`src/rtl/bcd_sync_updn_cntr.sv`:
```
// ---------------------------------------------------------------------------
// bcd_sync_updn_cntr
//
// Synchronous multi-digit BCD up/down counter. It has a parallel load, a
// count enable, a combinational terminal-count lookahead and a registered
// wrap pulse. Every digit updates on the same clock edge, so nothing ripples
// and no internal clear can glitch. Two instances can be cascaded by driving
// the upper counter's en from the lower counter's tc.
//
// Parameters
//   DIGITS    number of BCD decades (1..8); the count is 4*DIGITS bits wide
//
// Ports
//   clk       rising-edge clock
//   rstn      asynchronous active-low reset (count, wrap and load_err clear)
//   en        count enable, one step per clock while high
//   up        direction: 1 = increment, 0 = decrement
//   load      synchronous parallel-load strobe (has priority over en)
//   din       load value; digit k is din[4k+3:4k], digit 0 is least significant
//   count     registered BCD count
//   tc        terminal count: en & (up ? all nines : all zeros)
//   wrap      one-cycle pulse: the previous edge wrapped the count
//   load_err  one-cycle pulse: the previous load held an illegal digit
// ---------------------------------------------------------------------------

// Next-value logic for a single decade. inc and dec are mutually exclusive
// because the parent derives them from opposite values of up.
module bcd_digit (
    input  logic [3:0] cur,
    input  logic       inc,
    input  logic       dec,
    output logic [3:0] nxt,
    output logic       is_nine,
    output logic       is_zero
);

    assign is_nine = (cur == 4'd9);
    assign is_zero = (cur == 4'd0);

    always_comb begin
        nxt = cur;
        if (inc) begin
            nxt = is_nine ? 4'd0 : cur + 4'd1;
        end else if (dec) begin
            nxt = is_zero ? 4'd9 : cur - 4'd1;
        end
    end

endmodule

module bcd_sync_updn_cntr #(
    parameter int DIGITS = 4
) (
    input  logic                clk,
    input  logic                rstn,
    input  logic                en,
    input  logic                up,
    input  logic                load,
    input  logic [4*DIGITS-1:0] din,
    output logic [4*DIGITS-1:0] count,
    output logic                tc,
    output logic                wrap,
    output logic                load_err
);

    localparam int W = 4 * DIGITS;

    // low_nines[k] is high when every digit below k holds 9; this is the
    // carry into digit k. low_zeros[k] is the matching borrow chain. Index
    // DIGITS covers the whole count and feeds the terminal count.
    logic [DIGITS:0]   low_nines;
    logic [DIGITS:0]   low_zeros;
    logic [DIGITS-1:0] digit_nine;
    logic [DIGITS-1:0] digit_zero;
    logic [DIGITS-1:0] digit_ok;
    logic [W-1:0]      count_next;
    logic              din_ok;

    assign low_nines[0] = 1'b1;
    assign low_zeros[0] = 1'b1;

    genvar k;
    generate
        for (k = 0; k < DIGITS; k++) begin : g_digit
            bcd_digit u_digit (
                .cur     (count[4*k +: 4]),
                .inc     (en & up & low_nines[k]),
                .dec     (en & ~up & low_zeros[k]),
                .nxt     (count_next[4*k +: 4]),
                .is_nine (digit_nine[k]),
                .is_zero (digit_zero[k])
            );

            assign low_nines[k+1] = low_nines[k] & digit_nine[k];
            assign low_zeros[k+1] = low_zeros[k] & digit_zero[k];
            assign digit_ok[k]    = (din[4*k +: 4] <= 4'd9);
        end
    endgenerate

    // One illegal digit rejects the whole load word.
    assign din_ok = &digit_ok;

    assign tc = en & (up ? low_nines[DIGITS] : low_zeros[DIGITS]);

    // The wrap and load_err pulses default low every cycle, so each one lasts
    // exactly one clock. A rejected load still takes priority over en. The
    // count therefore holds, and no step or wrap can happen in that cycle.
    always_ff @(posedge clk or negedge rstn) begin
        if (!rstn) begin
            count    <= '0;
            wrap     <= 1'b0;
            load_err <= 1'b0;
        end else begin
            wrap     <= 1'b0;
            load_err <= 1'b0;
            if (load) begin
                if (din_ok) begin
                    count <= din;
                end else begin
                    load_err <= 1'b1;
                end
            end else if (en) begin
                count <= count_next;
                wrap  <= tc;
            end
        end
    end

endmodule

```
`config.mk`:
```
export PLATFORM = sky130hd
export DESIGN_NAME = bcd_sync_updn_cntr
export DESIGN_NICKNAME = d
export VERILOG_FILES = /design/src/rtl/bcd_sync_updn_cntr.sv
export SDC_FILE = /design/constraint.sdc
export NUM_CORES = 1
export LEC_CHECK = 0
export BUFFER_PORTS_ARGS = -buffer_cell sky130_fd_sc_hd__buf_2
export CORE_ASPECT_RATIO = 2
export CORE_UTILIZATION = 40
export CTS_BUF_LIST = sky130_fd_sc_hd__clkbuf_16
export DETAILED_ROUTE_END_ITERATION = 6
export PLACE_DENSITY = 0.67
export SETUP_SLACK_MARGIN = 0.4
export SYNTH_ARGS = -nofsm -noshare
export SYNTH_HDL_FRONTEND = slang
export SYNTH_SLANG_ARGS = --single-unit
```
`constraint.sdc`:
```
create_clock -name clk -period 4.3 [get_ports clk]
set_clock_uncertainty 0.15 [all_clocks]
set_input_delay 0.43 -clock clk [delete_from_list [all_inputs] [get_ports clk]]
set_output_delay 0.43 -clock clk [all_outputs]
set_load 0.02 [all_outputs]
```
==> results of run 1 <==
==> worst min path at each step <==
| stage | start | to | slack [ns] | cells after the start |
|---|---|---|---|---|
| 2_1_floorplan | rstn | count[0] | -0.02 | 0 |
| 3_3_place_gp | rstn | count[10] | 0.26 | 1 |
| 3_5_place_dp | rstn | count[10] | 0.25 | 1 |
| 4_1_cts | din[8] | count[8] | 0.28 | 3 |
| 5_1_grt | din[4] | count[4] | 0.28 | 3 |
| 6_report | din[8] | count[8] | 0.28 | 3 |
==> where the power goes <==
| part | leakage (uW) | internal, uW | switching, uW | total, uW |
|---|---|---|---|---|
| combinational | 0.000549 | 152 | 176 | 328 |
| sequential | 0.000217 | 208 | 120 | 328 |
| clock | 0.0000385 | 124 | 65.5 | 189 |
| total | 0.000804 | 484 | 362 | 846 |
==> cell families after synthesis <==
group | after synthesis | synth area share
AOI/OAI and AO/OA | 64 | 0.265
xor gates and xnor gates | 6 | 0.0325
buffers and inverters | 24 | 0.0589
DFF | 18 | 0.279
muxes | 2 | 0.0132
and+or+nand+nor | 99 | 0.352
==> flip-flops by register name, indices dropped and copies added (netlist names) <==
name and flops:
count 16, wrap 1, load_err 1
==> tightest hold or removal path, cell delays in order <==
cell and delay, ns:
buf_2 0.08, nand3_1 0.06, nand3_1 0.07
==> synthesized netlist by cell type (2+ instances only) <==
cell	number	share of area
o31ai_1	9	0.042
o22ai_1	2	0.0077
nand4b_1	2	0.011
nand3_1	10	0.031
nand4bb_1	2	0.014
xnor2_1	6	0.033
a211oi_1	6	0.028
and2_1	2	0.0077
nor4_1	7	0.027
a311oi_1	2	0.011
nor3b_1	3	0.014
clkbuf_1	16	0.037
nor2b_1	4	0.015
nand2b_1	5	0.019
inv_1	4	0.0093
nand3b_1	2	0.0093
a2111oi_0	2	0.011
and3_1	4	0.015
o21a_1	3	0.014
and4b_1	2	0.012
nor4_4	2	0.026
nand4_1	3	0.012
o21ai_0	18	0.056
dfrtp_1	18	0.28
nand2_1	20	0.046
a21oi_1	8	0.025
buf_2	4	0.012
a22o_1	2	0.011
nor3_1	3	0.0093
or3_1	4	0.015
a31oi_1	2	0.0077
nor2_1	21	0.049
==> what timing repair did <==
action / in CTS / in global routing
gates resized for setup: 0 / 0
hold endpoints to repair: 18 / 0
hold buffers: 1 / 0
==> through the flow <==
step / total power, uW / area [um^2] / setup WS (ns)
CTS: 848 / 1900 / 1.41
global placement: 653 / 1810 / 1.52
finish: 846 / 1900 / 1.39
detailed placement: 658 / 1810 / 1.52
global route: 913 / 1900 / 1.09
floorplan: 565 / 1620 / 1.68
==> layout make-up <==
cell class	count	area [um^2]
fill	425	1950
multi-input combinational	171	1070
sequential	18	450
timing repair buffer	42	220
clock buffer	3	75.1
tap	51	63.8
inverter	4	15.0
clock inverter	1	3.75
==> per-layer routing <==
metal  track usage  vias up  share of wire
met5             0        -              0
met3        0.0197        9          0.027
met2         0.390       40           0.54
met1         0.273      798           0.41
li1              -      850              -
met4        0.0714        0          0.020
==> run summary, run 1 <==
CTS sink cnt: 18
Worst-Skew Late Latency: 0.25 ns
Post-Syn Nets: 234
r2r setup slk: 1.72 ns
YS warnings: 0
die height: 91.9 um
WS Path Type: reg2out
crit-path max cell delay: 0.52 ns
clk slew on worst S/H paths: 0.05 ns
WP buf/inv: 1
die area: 4310 um^2
end of the worst register-to-register path: count[14]
GP Congestion: 0.849
Max H-tree Level: 1
EDFF count, synth: 0
ys async rst share: 1.00
Worst Setup EP: tc
CTS root buffer: clkbuf_16
P_leak: 0.000804 uW
Initial Util: 0.420
PortBufs: 39
post-synth cell types: 47
crit path DAT: 2.33 ns
global-route wire length before repair: 7340 um
setup violators final: 0
count of non-filler cells in the finished layout: 290
Die W: 46.9 um
Antenna diodes: 0
final core occ: 0.494
vias per cell: 5.85
outcome: finished clean
layout cells sized above 1: 0.205
Synth-to-Final Area Change: 17.5%
type of origin of the critical path: flip-flop
Peak VDD IR: 0.000228 V
worst-case reg-to-reg path depth: 6
syn avg cell area: 7.58 um^2
Post-Syn Area: 1620 um^2
HPWL after DPL: 3090 um
Min Clock Period, post-route: 2.91 ns
post-synthesis cell count: 213
Hold WS: 0.276 ns
# IOs: 40
Slowest-stage cell, CP: dfrtp_1
most frequent cells in the layout: buf_2, nor2_1, nand2_1
gr ovfl total: 0
Nets: 261
total number of vias: 1,697
Critical Path Start: count[1]
peak fanout along the critical path: 15
Critical Path, Cell by Cell: nor4_1, and4b_1, nor2b_1, nor3b_1, a31oi_1, nor3_1, buf_2
most common cell after layout, fill and taps aside: buf_2
Min-Delay Path Class: in2reg
worst-margin pin slew: 0.889 ns
post-route ant nets: 0
Crit. path cell count: 7
Placed Instances: 285
initial antenna violation count: 0
Top Family by Delay on Critical Path: simple AND/OR/NAND/NOR gates
CTS Buffer Depth: 2
setup_tns: 0 ns
Post-CTS Setup Inserts: 0
RSZ-0062 raised after global routing: no
Tcrit/Tclk final: 0.677
CTS tree: built
Synth Register Bits: 18
CP Capture Type: primary output
row count: 32
total global-route track usage: 0.224
Num CTS Buffers: 3
vias in the first global route: 1,589
RR Startpoint: count[1]
final wirelength: 4190 um
Final Max Slew Viols: 0
Slew HR: 0.403
DRC: 0
Core Box Area: 3840 um^2
power per cell area: 446 nW/um^2
Max Fclk: 344 MHz
Final Hold Fails: 0
pin count of the biggest net entering global routing: 30
CP Data Required Time: 3.72 ns
drt pass-1 iters: 4
max-cap viol count: 0
prevailing post-synth register cell: dfrtp_1
drt wl/cell: 14.5 um
register area share after synthesis: 0.279
Initial DRC Count: 25
Power figures use the tool's default switching activity.
==> inputs of run 2 (changes only) <==
==> constraint.sdc (replaced) <==
create_clock -name clk -period 2.9 [get_ports clk]
set_clock_uncertainty 0.15 [all_clocks]
set_input_delay 0.29 -clock clk [delete_from_list [all_inputs] [get_ports clk]]
set_output_delay 0.29 -clock clk [all_outputs]
set_load 0.02 [all_outputs]
==> run 2 against run 1 <==
Effect of this change: critical path depth unchanged; count of clock-buffer cells in the layout unchanged; non-clock buffer count up 13; final area up 7.9%.
==> run summary, run 2 (synthesis results as in run 1) <==
post-route ant nets: 0 (unchanged)
max-cap viol count: 0 (unchanged)
pin count of the biggest net entering global routing: 20 (-33%)
CP Data Required Time: 2.46 ns (-1.26 ns)
setup violators final: 0 (unchanged)
outcome: finished clean
GP Congestion: 0.835 (-1.7%)
PortBufs: 39 (unchanged)
drt pass-1 iters: 4 (unchanged)
CTS Buffer Depth: 2 (unchanged)
RR Startpoint: count[10]
Min Clock Period, post-route: 2.41 ns
WS Path Type: reg2out
Max Fclk: 414 MHz
peak fanout along the critical path: 3 (-12)
Fillers: 408 (-4.0%)
worst-margin pin slew: 0.875 ns (-0.0139 ns)
DRC: 0 (unchanged)
placed cell area: 1850 um^2 (+2.5%)
count of non-filler cells in the finished layout: 302 (+4.1%)
Nets: 274 (+5.0%)
HPWL after DPL: 3200 um (+3.6%)
Slew HR: 0.412 (+0.00936)
Hold Crit Start: din[8]
initial antenna violation count: 0 (unchanged)
post-route cell area: 2050 um^2 (+7.9%)
Worst-Skew Late Latency: 0.25 ns (about the same)
end of the worst register-to-register path: count[14]
Peak VDD IR: 0.000342 V (+50%)
Hold Path Depth: 3 (unchanged)
vias per cell: 5.85 (about the same)
global-route wire length before repair: 7490 um (+2.1%)
Initial Util: 0.420 (unchanged)
total global-route track usage: 0.232 (+0.00769)
total number of vias: 1,768 (+4.2%)
# IOs: 40 (unchanged)
layout cells sized above 1: 0.295 (+0.0898)
Top Registers: count x16, load_err x1, wrap x1
r2r setup slk: 0.52 ns (-1.20 ns)
Max H-tree Level: 1 (unchanged)
CP Capture Type: primary output
Placed Instances: 291 (+2.1%)
Tcrit/Tclk final: 0.832
RSZ-0062 raised after global routing: yes
die area: 4310 um^2 (unchanged)
type of origin of the critical path: flip-flop
P_leak: 0.000866 uW (+7.7%)
Final Max Slew Viols: 0 (unchanged)
setup_tns: 0 ns (unchanged)
Final Hold Fails: 0 (unchanged)
Core Box Area: 3840 um^2 (unchanged)
most common cell after layout, fill and taps aside: buf_2
drt wl/cell: 14.8 um (+2.6%)
CTS tree: built
most frequent cells in the layout: buf_2, nor2_1, nand2_1
Worst Hold End: count[8]
worst-case reg-to-reg path depth: 7 (+1)
gr ovfl total: 0 (unchanged)
Largest Register: count
clk slew on worst S/H paths: 0.05 ns (about the same)
crit path DAT: 1.97 ns (-0.36 ns)
Die W: 46.9 um (unchanged)
final wirelength: 4480 um (+6.9%)
vias in the first global route: 1,581 (-0.50%)
Min-Delay Path Class: in2reg
CTS sink cnt: 18 (unchanged)
power per cell area: 649 nW/um^2 (+46%)
row count: 32 (unchanged)
Num CTS Buffers: 3 (unchanged)
Initial DRC Count: 24 (-4.0%)
Antenna diodes: 0 (unchanged)
CTS root buffer: clkbuf_16
die height: 91.9 um (unchanged)
max FFs per register: 16 (unchanged)
Critical Path Start: count[5]
Synth-to-Final Area Change: 26.8%
==> run 2: cell types whose count changed in the layout (fill, tap and decap cells not counted), sizes merged <==
cell,before,now
clkinv,1,0
buf,41,54
==> run 2: worst max path at each step <==
stage	cells after the start	end	slack [ns]
2_1_floorplan	7	tc	0.42
3_3_place_gp	6	count[14]	0.46
3_5_place_dp	6	count[13]	0.40
4_1_cts	7	tc	0.40
5_1_grt	7	tc	0.36
6_report	7	tc	0.49
==> run 2: power breakdown <==
| group | internal, uW | switching (uW) |
|---|---|---|
| Sequential | 314 | 155 |
| Combinational | 268 | 319 |
| Clock | 181 | 91.5 |
==> run 2: stage by stage <==
| step | util | hold WS [ns] | total power (uW) | setup slack, ns |
|---|---|---|---|---|
| 5_1_grt | 0.533 | 0.172 | 1430 | 0.358 |
| 3_5_place_dp | 0.482 | 0.111 | 996 | 0.402 |
| 2_1_floorplan | - | -0.156 | 838 | 0.423 |
| 4_1_cts | 0.526 | 0.136 | 1330 | 0.404 |
| 3_3_place_gp | 0.482 | 0.113 | 988 | 0.457 |
| 6_report | 0.533 | 0.134 | 1330 | 0.487 |
==> run 2: area by class of cell <==
class	instances	area, um^2	share of cell area
Tap cell	51	63.8	0.0312
Clock buffer	3	75.1	0.0367
Multi-Input combinational cell	171	1120	0.546
Timing Repair Buffer	55	318	0.155
Inverter	4	15.0	0.00733
Sequential cell	18	459	0.224
==> run 2: what timing repair did <==
item                                   CTS  global route
cloned                                   0             0
hold buffers                             1             0
buffers inserted                         6             1
endpoints found under the hold margin   18             0
pin swaps                                1             3
resized for setup                       10             5
setup endpoints to repair                2             4
==> run 2: per-layer routing <==
metal | vias up | GRT usage | routed length [um]
met5 | - | 0 | 0
met4 | 0 | 0.0810 | 92
met3 | 8 | 0.0256 | 167
met2 | 54 | 0.404 | 2500
met1 | 832 | 0.275 | 1720
li1 | 874 | - | -
==> run 2: worst max-delay path, stage by stage (launching register included) <==
cell and delay (ns):
dfrtp_1 0.42, nor4_4 0.32, and4b_1 0.25, nor2b_4 0.15
nor3b_2 0.16, a31oi_1 0.07, nor3_1 0.15, buf_2 0.19
